==> config.mk <==
export PLATFORM = sky130hd
export DESIGN_NAME = alu_rr_arbiter
export DESIGN_NICKNAME = d
export VERILOG_FILES = /design/src/rtl/alu_rr_arbiter.sv
export SDC_FILE = /design/constraint.sdc
export NUM_CORES = 1
export LEC_CHECK = 0
export CAP_MARGIN = 10
export CORE_MARGIN = 5
export CORE_UTILIZATION = 36
export CTS_CLUSTER_DIAMETER = 200
export DETAILED_ROUTE_END_ITERATION = 8
export GPL_ROUTABILITY_DRIVEN = 0
export PLACE_DENSITY_LB_ADDON = 0.05
export SYNTH_ARGS = -nofsm -noshare
export SYNTH_HDL_FRONTEND = slang
export SYNTH_SLANG_ARGS = --single-unit
==> constraint.sdc <==
create_clock -name clk -period 1.8 [get_ports clk]
set_clock_uncertainty 0.1 [all_clocks]
set_input_delay 0.36 -clock clk [delete_from_list [all_inputs] [get_ports clk]]
set_output_delay 0.36 -clock clk [all_outputs]
set_load 0.005 [all_outputs]
==> src/rtl/alu_rr_arbiter.sv <==
// alu_rr_arbiter: shares one combinational ALU between NUM_REQ requesters.
// A round-robin pick is made in IDLE, the operands are registered into the ALU
// and the ALU outputs are captured in EXEC. The tagged response is then held in
// RESP until the consumer takes it.
// Optional feature macro: ALU_ARB_STATS_EN adds per-requester 16-bit
// saturating grant counters on output grant_cnt.
module alu_rr_arbiter #(
  parameter int NUM_REQ = 2,
  parameter int IDW     = 2
) (
  input  logic                   clk,
  input  logic                   rst,
  input  logic [NUM_REQ-1:0]     req_valid,
  output logic [NUM_REQ-1:0]     req_ready,
  input  logic [NUM_REQ*32-1:0]  req_a,
  input  logic [NUM_REQ*32-1:0]  req_b,
  input  logic [NUM_REQ*5-1:0]   req_opcode,
  input  logic [NUM_REQ-1:0]     req_cin,
  output logic [31:0]            alu_a,
  output logic [31:0]            alu_b,
  output logic [4:0]             alu_opcode,
  output logic                   alu_cin,
  input  logic [31:0]            alu_result,
  input  logic [3:0]             alu_flags,
  output logic                   rsp_valid,
  input  logic                   rsp_ready,
  output logic [IDW-1:0]         rsp_id,
  output logic [31:0]            rsp_result,
  output logic [3:0]             rsp_flags,
  output logic                   busy
`ifdef ALU_ARB_STATS_EN
  ,
  output logic [NUM_REQ*16-1:0]  grant_cnt
`endif
);

  typedef enum logic [1:0] {
    S_IDLE = 2'd0,
    S_EXEC = 2'd1,
    S_RESP = 2'd2
  } state_t;

  state_t         state_q, state_d;
  logic [IDW-1:0] last_grant_q, last_grant_d;
  logic [31:0]    alu_a_q, alu_a_d, alu_b_q, alu_b_d;
  logic [4:0]     alu_opcode_q, alu_opcode_d;
  logic           alu_cin_q, alu_cin_d;
  logic           rsp_valid_q, rsp_valid_d;
  logic [IDW-1:0] rsp_id_q, rsp_id_d;
  logic [31:0]    rsp_result_q, rsp_result_d;
  logic [3:0]     rsp_flags_q, rsp_flags_d;

  logic           found;
  logic [IDW-1:0] winner;
  logic [IDW-1:0] cand;
  logic [31:0]    sel_a, sel_b;
  logic [4:0]     sel_opcode;
  logic           sel_cin;
  logic           accept;

  // Round-robin search starting one past the last grant, wrapping at NUM_REQ-1.
  always_comb begin
    // NOTE: every combinational output gets a default first so no path leaves it
    // unassigned, which would otherwise infer a latch.
    found  = 1'b0;
    winner = '0;
    cand   = last_grant_q;
    for (int k = 0; k < NUM_REQ; k++) begin
      cand = (cand == IDW'(NUM_REQ - 1)) ? '0 : cand + IDW'(1);
      for (int i = 0; i < NUM_REQ; i++) begin
        if (!found && (cand == IDW'(i)) && req_valid[i]) begin
          found  = 1'b1;
          winner = cand;
        end
      end
    end
  end

  // Payload mux for the winner and the one-hot ready, offered only in IDLE.
  always_comb begin
    sel_a      = '0;
    sel_b      = '0;
    sel_opcode = '0;
    sel_cin    = 1'b0;
    req_ready  = '0;
    for (int i = 0; i < NUM_REQ; i++) begin
      if (winner == IDW'(i)) begin
        sel_a      = req_a[32*i +: 32];
        sel_b      = req_b[32*i +: 32];
        sel_opcode = req_opcode[5*i +: 5];
        sel_cin    = req_cin[i];
      end
      req_ready[i] = (state_q == S_IDLE) && found && (winner == IDW'(i));
    end
  end

  assign accept = (state_q == S_IDLE) && found;

  // Next-state and datapath-register update for the IDLE/EXEC/RESP sequence.
  always_comb begin
    state_d      = state_q;
    last_grant_d = last_grant_q;
    alu_a_d      = alu_a_q;
    alu_b_d      = alu_b_q;
    alu_opcode_d = alu_opcode_q;
    alu_cin_d    = alu_cin_q;
    rsp_valid_d  = rsp_valid_q;
    rsp_id_d     = rsp_id_q;
    rsp_result_d = rsp_result_q;
    rsp_flags_d  = rsp_flags_q;
    case (state_q)
      S_IDLE: begin
        if (found) begin
          alu_a_d      = sel_a;
          alu_b_d      = sel_b;
          alu_opcode_d = sel_opcode;
          alu_cin_d    = sel_cin;
          rsp_id_d     = winner;
          last_grant_d = winner;
          state_d      = S_EXEC;
        end
      end
      S_EXEC: begin
        rsp_result_d = alu_result;
        rsp_flags_d  = alu_flags;
        rsp_valid_d  = 1'b1;
        state_d      = S_RESP;
      end
      S_RESP: begin
        if (rsp_valid_q && rsp_ready) begin
          rsp_valid_d = 1'b0;
          state_d     = S_IDLE;
        end
      end
      default: state_d = S_IDLE;
    endcase
  end

  // State and datapath registers; reset discards any in-flight operation.
  always_ff @(posedge clk) begin
    // NOTE: the reset is synchronous, so it lives inside the clocked branch and
    // the sensitivity list holds only the clock.
    if (rst) begin
      state_q      <= S_IDLE;
      last_grant_q <= IDW'(NUM_REQ - 1);
      alu_a_q      <= '0;
      alu_b_q      <= '0;
      alu_opcode_q <= '0;
      alu_cin_q    <= 1'b0;
      rsp_valid_q  <= 1'b0;
      rsp_id_q     <= '0;
      rsp_result_q <= '0;
      rsp_flags_q  <= '0;
    end else begin
      // NOTE: non-blocking assignments so every register samples pre-edge values.
      state_q      <= state_d;
      last_grant_q <= last_grant_d;
      alu_a_q      <= alu_a_d;
      alu_b_q      <= alu_b_d;
      alu_opcode_q <= alu_opcode_d;
      alu_cin_q    <= alu_cin_d;
      rsp_valid_q  <= rsp_valid_d;
      rsp_id_q     <= rsp_id_d;
      rsp_result_q <= rsp_result_d;
      rsp_flags_q  <= rsp_flags_d;
    end
  end

  assign alu_a      = alu_a_q;
  assign alu_b      = alu_b_q;
  assign alu_opcode = alu_opcode_q;
  assign alu_cin    = alu_cin_q;
  assign rsp_valid  = rsp_valid_q;
  assign rsp_id     = rsp_id_q;
  assign rsp_result = rsp_result_q;
  assign rsp_flags  = rsp_flags_q;
  assign busy       = (state_q != S_IDLE);

`ifdef ALU_ARB_STATS_EN
  logic [NUM_REQ-1:0][15:0] grant_cnt_q;

  // One saturating accept counter per requester.
  always_ff @(posedge clk) begin
    if (rst) begin
      grant_cnt_q <= '0;
    end else begin
      for (int i = 0; i < NUM_REQ; i++) begin
        if (accept && (winner == IDW'(i)) && (grant_cnt_q[i] != 16'hFFFF)) begin
          grant_cnt_q[i] <= grant_cnt_q[i] + 16'd1;
        end
      end
    end
  end

  assign grant_cnt = grant_cnt_q;
`else
  logic unused_accept;
  assign unused_accept = accept;
`endif

endmodule

# After elaboration in Yosys (flattened, before gate mapping)
# Cells that the tools add are included.
# Widths: inputs -> output; s select.
[op_classes]
n_addsub = 2
n_mul = 0
n_div = 0
order_cmp = 0
n_eq_ne = 8
shifts = 0
n_mux = 23
bitwise = 0
n_reduce_logical = 23
[ops]
columns = ["op", "n"]
rows = [
  ["$mux 32", 4],
  ["$mux 2", 8],
  ["$logic_and 1x1->1", 11],
  ["$eq 2x1->1 const B", 5],
  ["$mux 5", 2],
  ["$logic_not 2->1", 4],
  ["$mux 1", 7],
  ["$pmux 2 s3", 1],
  ["$reduce_and 2->1", 3],
  ["$add 2x1->2 const B", 2],
  ["$ne 2x2->1 const B", 2],
  ["$reduce_bool 2->1", 2],
  ["$logic_not 1->1", 3],
  ["$eq 2x2->1 const B", 1],
  ["$pmux 1 s2", 1],
]
[totals]
register_bits = 113
latchBits = 0
ram_bits = 0
mem_bits_ro = 0
out_inout_bits = 112
n_memories = 0

# Longest topological paths before layout
# Gate-level depths: netlist of the first run.
[logic_depth]
word_depth = 20
depth_mapped = 6
mapped_depth_nobuf = 3

# Worst setup path before layout of the first run
# OpenSTA, ideal clock, no wires.
[synth_path]
kind = "input-to-output"
from = "input req_valid[0]"
to = "output req_ready[1]"
arrival_time_ps = 1152
required_time_ps = 1340
setup_slack_ps = 188
stages = 4
path_buffers = 2
cell_sequence = "a211o_1 buf_2 buf_2 nor3_1"
[synth_between]
elab_chain_len = 16
elab_cells_between_ends = 21
classes_between = "1 x eq/ne; 8 x mux; 12 x reduce/logical"
[synth_lines]
columns = ["element", "line_no", "source"]
rows = [
  ["start, declared", "13", "input logic [NUM_REQ-1:0] req_valid,"],
  ["$logic_and 1x1->1", "71", "if (!found && (cand == IDW'(i)) && req_valid[i]) begin"],
  ["$mux 1", "71", ""],
  ["$logic_not 1->1", "71", ""],
  ["$logic_and 1x1->1 (2 in series)", "71", ""],
  ["$mux 1", "71", ""],
  ["$logic_not 1->1", "71", ""],
  ["$logic_and 1x1->1 (2 in series)", "71", ""],
  ["$mux 1", "71", ""],
  ["$logic_not 1->1", "71", ""],
  ["$logic_and 1x1->1 (2 in series)", "71", ""],
  ["$mux 2 or $mux 1 (tied branches)", "71", ""],
  ["$eq 2x1->1 or $logic_and 1x1->1 (tied branches)", "--", ""],
  ["$logic_and 1x1->1 (*)", "93", "req_ready[i] = (state_q == S_IDLE) && found && (winner == IDW'(i));"],
  ["end, declared", "14", "output logic [NUM_REQ-1:0] req_ready,"],
]
# Mark *: on every way between the ends. The rest lies on a longest branch, timed or not.

# Worst setup path after layout of the first run
[layout_path]
from = "register state_q[0]"
to = "register alu_b_q[27] (netlist: alu_b[27])"
[layout_between]
elab_chain_len = 2
[layout_lines]
columns = ["element", "line_no", "source"]
rows = [
  ["start, declared", "43", "state_t state_q, state_d;"],
  ["start signal, assigned", "156", "state_q <= state_d;"],
  ["$logic_not 2->1", "111", "case (state_q)"],
  ["$reduce_and 2->1 (no line)", "--", ""],
  ["end signal, assigned", "159", "alu_b_q <= alu_b_d;"],
  ["end, declared", "45", "logic [31:0] alu_a_q, alu_a_d, alu_b_q, alu_b_d;"],
]
# No other way between the ends.
# A chain may end at the register's enable or synchronous reset.

==> load_flow_metrics.sql, run 1 <==
INSERT INTO impl_metrics (metric_group, metric, value, unit) VALUES
('yosys', 'count_of_mapped_cells_out_of_synthesis', '440', ''),
('power', 'p_int', '4.97', 'mW'),
('clock_tree', 'tritoncts', 'yes', ''),
('sta', 'pins_over_slew_limit', '0', ''),
('floorplan', 'number_of_top_level_pins', '293', ''),
('layout', 'num_antenna_cells', '0', ''),
('sta', 'finalSetupViolations', '2', ''),
('yosys', 'netlist_top_cells_count', '112 x sky130_fd_sc_hd__dfxtp_1, 73 x sky130_fd_sc_hd__nand2_1, 70 x sky130_fd_sc_hd__a221o_1, 70 x sky130_fd_sc_hd__nor4b_1, 37 x sky130_fd_sc_hd__a21oi_1', ''),
('sta', 'timing.setup.tns', '-0.0503', 'ns'),
('clock_tree', 'ctsRootBufferMaster', 'sky130_fd_sc_hd__clkbuf_16', ''),
('sta', 'fmax', '0.541', 'GHz'),
('power', 'comb_power_share', '0.270', ''),
('yosys', 'ys_ff_latch', '112', ''),
('worst_setup_path', 'r2r-end', 'alu_b[27]', ''),
('floorplan', 'initial_utilization', '0.370', ''),
('global_routing', 'grt-ovfl-total', '0', ''),
('min_path', 'hold_start', 'rsp_result[4]', ''),
('yosys', 'synthesis.area_per_instance', '10.1', 'µm²'),
('power', 'power_frac_seq', '0.426', ''),
('global_routing', 'number_of_antenna_violations_at_the_first_check_in_global_routing', '0', ''),
('worst_setup_path', 'register_to_register_setup_slack', '-0.05', 'ns'),
('clock_tree', 'clock_latency', '0.34', 'ns'),
('placed_design', 'numPlacedInstances', '871', ''),
('clock_tree', 'cts_hold_buf', '0', ''),
('floorplan', 'row_count', '40', ''),
('sta', 'worst_slack', '-0.0498', 'ns'),
('sta', 'final.hold.worst_slack', '0.355', 'ns'),
('run_status', 'outcome', 'complete, but fails checks', ''),
('global_routing', 'global_route_wire_length_before_repair', '25.7', 'mm'),
('power', 'vdd.ir_drop.worst', '460', 'µV'),
('yosys', 'seq_area_frac_synth', '0.503', ''),
('drt', 'vias', '4786', ''),
('sta', 'final_min_period_over_clock_period', '1.03', ''),
('run_status', 'violations', 'negative setup slack', ''),
('power', 'proportion_of_power_drawn_by_the_clock_network', '0.304', ''),
('layout', 'finalCoreUtilization', '0.679', ''),
('min_path', 'worstHoldPathCells', '2', ''),
('power', 'cellPowerDensity', '824', 'mW/mm²'),
('drt', 'route.detailed.wl_per_inst', '20.1', 'µm'),
('worst_setup_path', 'timing.critical_path.arrival', '2.03', 'ns'),
('clock_tree', 'clkTransAtPathRegs', '0.08', 'ns'),
('min_path', 'hold_class', 'flop to flop', ''),
('clock_tree', 'clock_sink_count', '112', ''),
('drt', 'postRouteWirelength', '18.0', 'mm'),
('floorplan', 'fp.dieArea', '0.0147', 'mm²'),
('yosys', 'synthFlopType', 'sky130_fd_sc_hd__dfxtp_1', ''),
('layout', 'final_cell_count_no_fill', '897', ''),
('clock_tree', 'cts_buffers', '9', ''),
('drt', 'drt_iter0_drc', '288', ''),
('yosys', 'synth_area_leader_cell', 'sky130_fd_sc_hd__dfxtp_1', ''),
('yosys', 'synth.top_cells.by_area', 'sky130_fd_sc_hd__dfxtp_1 50%, sky130_fd_sc_hd__a221o_1 16%, sky130_fd_sc_hd__nor4b_1 14%', ''),
('power', 'p_leak', '2.92', 'nW'),
('sta', 'timing_hold_violations_final', '0', ''),
('worst_setup_path', 'worstSetupPathType', 'flop to flop', ''),
('worst_setup_path', 'critical_path.max_fanout', '70', ''),
('worst_setup_path', 'timing.reg2reg.worst_path_depth', '5', ''),
('min_path', 'hold_end', 'rsp_result[4]', ''),
('sta', 'relative_slew_margins', '0.646', ''),
('floorplan', 'fp.dieW', '121', 'µm'),
('yosys', 'synth-edff-count', '0', ''),
('power', 'power_switching_share', '0.263', ''),
('layout', 'finish.instance_area', '0.00819', 'mm²'),
('power', 'switchingPower', '1.78', 'mW'),
('sta', 'worstMarginPinSlew', '0.531', 'ns'),
('drt', 'vias_per_cell', '5.34', ''),
('worst_setup_path', 'worstPathRequired', '1.98', 'ns'),
('worst_setup_path', 'crit-reg2reg-launch', 'state_q[0]', ''),
('drt', 'drt_pass1_iterations', '4', ''),
('global_routing', 'grtUsageTotal', '0.219', ''),
('placed_design', 'port-buffer-count', '292', ''),
('layout', 'multi_input_comb_area', '0.00208', 'mm²');
-- registers in the layout, summed over array words and instances, names as in the netlist --
| name | cells |
|---|---|
| rsp_valid | 1 |
| rsp_flags | 4 |
| alu_b | 32 |
| rsp_result | 32 |
| alu_a | 32 |
| alu_cin | 1 |
| alu_opcode | 5 |
| rsp_id | 1 |
| last_grant_q | 2 |
| state_q | 2 |
-- cells in the final DEF (no fill, tap or decap), drive strengths merged, types with 3 or more instances in the layout --
master	instances
a21oi	37
a221o	70
buf	32
clkbuf	14
clkdlybuf4s50	286
clkinvlp	3
dfxtp	112
dlygate4sd2	3
inv	4
nand2	73
nor2	3
nor2b	3
nor4b	70
-- how the worst max path moves through the flow --
stage                    start      endpoint
2_1_floorplan     req_valid[0]  req_ready[1]
3_3_place_gp      req_valid[0]  req_ready[1]
3_5_place_dp      req_valid[0]  req_ready[1]
4_1_cts        last_grant_q[0]  req_ready[1]
5_1_grt             state_q[0]     alu_b[27]
6_report            state_q[0]     alu_b[27]
-- metrics by stage --
step                      power (mW)  setup WS [ns]
after floorplan                 3.51          0.188
after global placement          4.59         -0.569
after detailed placement        4.62         -0.563
after CTS                       6.68        -0.0230
after global routing            7.04         -0.135
final                           6.75        -0.0498
-- critical path, stage by stage (launching register included) --
cell and delay (ns):
sky130_fd_sc_hd__dfxtp_1 0.32, sky130_fd_sc_hd__a211o_2 0.32, sky130_fd_sc_hd__buf_4 0.14, sky130_fd_sc_hd__buf_8 0.23, sky130_fd_sc_hd__nor4b_1 0.45, sky130_fd_sc_hd__a221o_1 0.20
-- per-layer routing --
metal | track usage | wire, µm
met1 | 0.255 | 6990
met2 | 0.370 | 8850
met3 | 0.0769 | 1720
met4 | 0.0833 | 450
met5 | 0 | 0
-- power groups by stage --
stage               Clock [mW]  Sequential (mW)  Combinational [mW]
finish                    2.05             2.87                1.82
global placement             0             2.91                1.68
floorplan                    0             2.94               0.576
detailed placement           0             2.92                1.70
global route              2.20             2.90                1.94
CTS                       2.09             2.87                1.72
-- timing repair --
action                     in CTS  in global routing
gates resized for setup        19                 21
setup buffers                   3                  1
setup endpoints to repair      74                 65
pin swaps                       3                  4
gates cloned                    0                  6
-- cells by family after synthesis --
group           share of synthesized area
buf+inv                            0.0626
simple gates                        0.220
compound gates                      0.214
flops                               0.503
-- area by class of cell --
type | instances | share of cell area
Clock buffer | 9 | 0.0275
Clock inverter | 7 | 0.00963
Inverter | 2 | 0.000917
Multi-Input combinational cell | 273 | 0.254
Sequential cell | 112 | 0.274
Tap cell | 168 | 0.0257
Timing Repair Buffer | 326 | 0.409
Power figures use the tool's default switching activity.
==> run 2, diff against run 1 <==
ABC_AREA = 1   (was not set)
CORE_UTILIZATION = 38   (was 36)
GPL_ROUTABILITY_DRIVEN = not set   (was 0)
==> run 2 against run 1 <==
Compared with the run above: the run now ends clean; synthesized area grew 13%; total power grew 3.5%; maximum frequency grew 5.6%; die area grew 6.9%; highest routed layer is now met5.
==> load_flow_metrics.sql, run 2 <==
INSERT INTO impl_metrics (metric_group, metric, value, unit) VALUES
('floorplan', 'fp.dieW', '125', 'µm'),
('drt', 'detail_route.drc_violations', '0', ''),
('yosys', 'synthMostInstantiatedCell', 'sky130_fd_sc_hd__nand2_1', ''),
('sta', 'final.hold.worst_slack', '0.257', 'ns'),
('yosys', 'synth-edff-count', '0', ''),
('power', 'cellPowerDensity', '820', 'mW/mm²'),
('worst_setup_path', 'timing.reg2reg.worst_path_depth', '7', ''),
('power', 'comb_power_share', '0.307', ''),
('drt', 'drt_pass1_iterations', '5', ''),
('drt', 'ant_nets', '0', ''),
('yosys', 'yosysTopAreaCellShare', '0.443', ''),
('placed_design', 'port-buffer-count', '292', ''),
('power', 'switchingPower', '1.98', 'mW'),
('power', 'proportion_of_power_drawn_by_the_clock_network', '0.280', ''),
('yosys', 'ys_ff_latch', '112', ''),
('yosys', 'count_of_mapped_cells_out_of_synthesis', '746', ''),
('yosys', 'synthesis.area_per_instance', '6.79', 'µm²'),
('yosys', 'netlist_top_cells_count', '222 x sky130_fd_sc_hd__nand2_1, 112 x sky130_fd_sc_hd__dfxtp_1, 77 x sky130_fd_sc_hd__nor2_1', ''),
('layout', 'nFillCells', '1263', ''),
('clock_tree', 'clock_sink_count', '112', ''),
('job', 'max_cap_viol_count', '0', ''),
('global_routing', 'global_route_wire_length_before_repair', '29.4', 'mm'),
('sta', 'min_period', '1.75', 'ns'),
('sta', 'worstMarginPinSlew', '0.616', 'ns'),
('drt', 'route.detailed.wl_per_inst', '15.9', 'µm'),
('clock_tree', 'clkTransAtPathRegs', '0.07', 'ns'),
('power', 'power_frac_seq', '0.413', ''),
('global_routing', 'grtUsageTotal', '0.230', ''),
('sta', 'rsz0062_at_grt', 'true', ''),
('global_routing', 'number_of_antenna_violations_at_the_first_check_in_global_routing', '2', ''),
('worst_setup_path', 'critical_path.max_fanout', '3', ''),
('worst_setup_path', 'worst_setup_path_start_kind', 'flop', ''),
('layout', 'finalCoreUtilization', '0.648', ''),
('layout', 'most_common_library_cell_in_the_layout_ignoring_fill_and_taps', 'sky130_fd_sc_hd__clkdlybuf4s50_1', ''),
('sta', 'final_min_period_over_clock_period', '0.973', ''),
('layout', 'final_cell_mix', '285 x sky130_fd_sc_hd__clkdlybuf4s50_1, 217 x sky130_fd_sc_hd__nand2_1, 109 x sky130_fd_sc_hd__dfxtp_1, 75 x sky130_fd_sc_hd__nor2_1, 72 x sky130_fd_sc_hd__a21oi_1', ''),
('drt', 'vias_per_cell', '5.03', ''),
('floorplan', 'die_height', '125', 'µm'),
('drt', 'drt_iter0_drc', '366', ''),
('yosys', 'postSynthNetCount', '927', ''),
('yosys', 'ys.warnings.count', '0', ''),
('run_status', 'outcome', 'finished clean', ''),
('clock_tree', 'clock_latency', '0.34', 'ns'),
('yosys', 'synth_area_leader_cell', 'sky130_fd_sc_hd__dfxtp_1', ''),
('drt', 'postRouteWirelength', '18.9', 'mm'),
('yosys', 'async_reset_ff_frac', '0', ''),
('floorplan', 'row_count', '42', ''),
('yosys', 'synthFlopType', 'sky130_fd_sc_hd__dfxtp_1', ''),
('worst_setup_path', 'worstSetupPathType', 'flop to output port', ''),
('clock_tree', 'max-clock-path-buffers', '2', ''),
('power', 'vdd.ir_drop.worst', '483', 'µV'),
('clock_tree', 'ctsRootBufferMaster', 'sky130_fd_sc_hd__clkbuf_16', ''),
('sta', 'timing_hold_violations_final', '0', ''),
('placed_design', 'hpwl', '13.0', 'mm'),
('clock_tree', 'cts_buffers', '9', ''),
('yosys', 'synth.top_cells.by_area', 'sky130_fd_sc_hd__dfxtp_1 44%, sky130_fd_sc_hd__nand2_1 16%, sky130_fd_sc_hd__nand4_1 8.7%', ''),
('global_routing', 'grt_pass1_vias', '5571', ''),
('clock_tree', 'cts-htree-levels', '3', ''),
('yosys', 'synth_cell_types', '15', ''),
('sta', 'fmax', '0.571', 'GHz'),
('clock_tree', 'tritoncts', 'yes', ''),
('drt', 'vias', '5980', ''),
('placed_design', 'gp_congestion', '0.819', ''),
('worst_setup_path', 'timing.critical_path.arrival', '1.29', 'ns'),
('sta', 'pins_over_slew_limit', '0', ''),
('power', 'p_int', '5.00', 'mW'),
('min_path', 'worstHoldPathCells', '3', ''),
('global_routing', 'grt-ovfl-total', '0', ''),
('yosys', 'seq_area_frac_synth', '0.443', ''),
('sta', 'relative_slew_margins', '0.589', ''),
('layout', 'finish.net_count', '1189', ''),
('power', 'power_switching_share', '0.284', ''),
('layout', 'area_delta_synth_final', '68.3', '%'),
('floorplan', 'core-area', '0.0131', 'mm²'),
('worst_setup_path', 'worstPathRequired', '1.34', 'ns'),
('sta', 'finalSetupViolations', '0', ''),
('yosys', 'synth.cell_area', '0.00506', 'mm²'),
('power', 'p_leak', '3.49', 'nW'),
('global_routing', 'grt_max_degree', '74', ''),
('worst_setup_path', 'critPathCaptureType', 'output port', ''),
('floorplan', 'initial_utilization', '0.385', ''),
('min_path', 'hold_class', 'input port to flop', ''),
('floorplan', 'number_of_top_level_pins', '293', ''),
('layout', 'drive_above_1_share', '0.0622', ''),
('floorplan', 'fp.dieArea', '0.0157', 'mm²');
## run 2: changes by cell type after synthesis, sizes merged, moves of 3 or more
cell	change
nor4b	-70
nand4	+70
clkbuf	+22
nand3	+72
a221o	-70
a21oi	+36
nor2b	-3
inv	+8
nand2	+149
nor2	+74
buf	-5
o21ai	+37
## run 2: power by group through the flow
| stage | sequential, mW | combinational [mW] | clock, mW |
|---|---|---|---|
| floorplan | 2.95 | 0.876 | 0 |
| global placement | 2.93 | 2.14 | 0 |
| detailed placement | 2.93 | 2.15 | 0 |
| CTS | 2.88 | 2.15 | 2.01 |
| global route | 2.92 | 2.36 | 2.09 |
| finish | 2.88 | 2.14 | 1.96 |
## run 2: worst max-delay path, cell delays in order (launching register included)
cell	delay, ns
sky130_fd_sc_hd__dfxtp_2	0.36
sky130_fd_sc_hd__inv_2	0.05
sky130_fd_sc_hd__nand2_4	0.06
sky130_fd_sc_hd__nand2_2	0.07
sky130_fd_sc_hd__a21oi_4	0.18
sky130_fd_sc_hd__nand3_2	0.07
sky130_fd_sc_hd__inv_1	0.05
sky130_fd_sc_hd__buf_2	0.11
## run 2: repair_timing
item / in CTS / in global routing
setup endpoints to repair: 74 / 72
pin swaps: 1 / 1
hold buffers: 0 / 0
gates resized for setup: 18 / 7
buffers inserted: 1 / 1
## run 2: per-stage QoR
stage	TNS, ns	power [mW]	worst slack, ns	cells	cell area (µm²)
2_1_floorplan	0	3.83	0.0472	746	5060
6_report	0	6.98	0.0483	1190	8520
3_5_place_dp	-27.72	5.08	-0.437	1171	8190
3_3_place_gp	-25.87	5.06	-0.394	1171	8190
5_1_grt	-0.219	7.37	-0.0435	1190	8520
4_1_cts	0	7.04	0.00323	1188	8490
## run 2: final timing paths
check,endpoint,from,slack [ns]
hold / removal,last_grant_q[0],rst,0.26
hold reg to reg,alu_a[4],alu_a[4],0.36
setup reg to reg,alu_b[22],last_grant_q[0],0.08
setup / recovery,req_ready[0],last_grant_q[0],0.05
## run 2: area by class of cell
class	count	area (µm²)	area share
diodes	1	2.50	0.000294
clock buffers	12	236	0.0278
clock inverters	4	45.0	0.00529
inverters	10	37.5	0.00441
multi-input cells	554	2540	0.299
flip-flops and latches	112	2250	0.264
well taps	176	220	0.0259
repair buffers	321	3190	0.374
## run 2: metal layers
layer | GRT usage | part of all wire | up-vias
li1 | - | - | 3026
met5 | 0 | 0.00037 | -
met2 | 0.375 | 0.48 | 242
met3 | 0.0742 | 0.093 | 33
met4 | 0.0797 | 0.025 | 2
met1 | 0.286 | 0.40 | 2677
## run 2: logic make-up after synthesis
kind of cell           synth area share
AO/OA/AOI/OAI                     0.113
flip-flops                        0.443
buffers and inverters            0.0635
AND/OR/NAND/NOR                   0.380
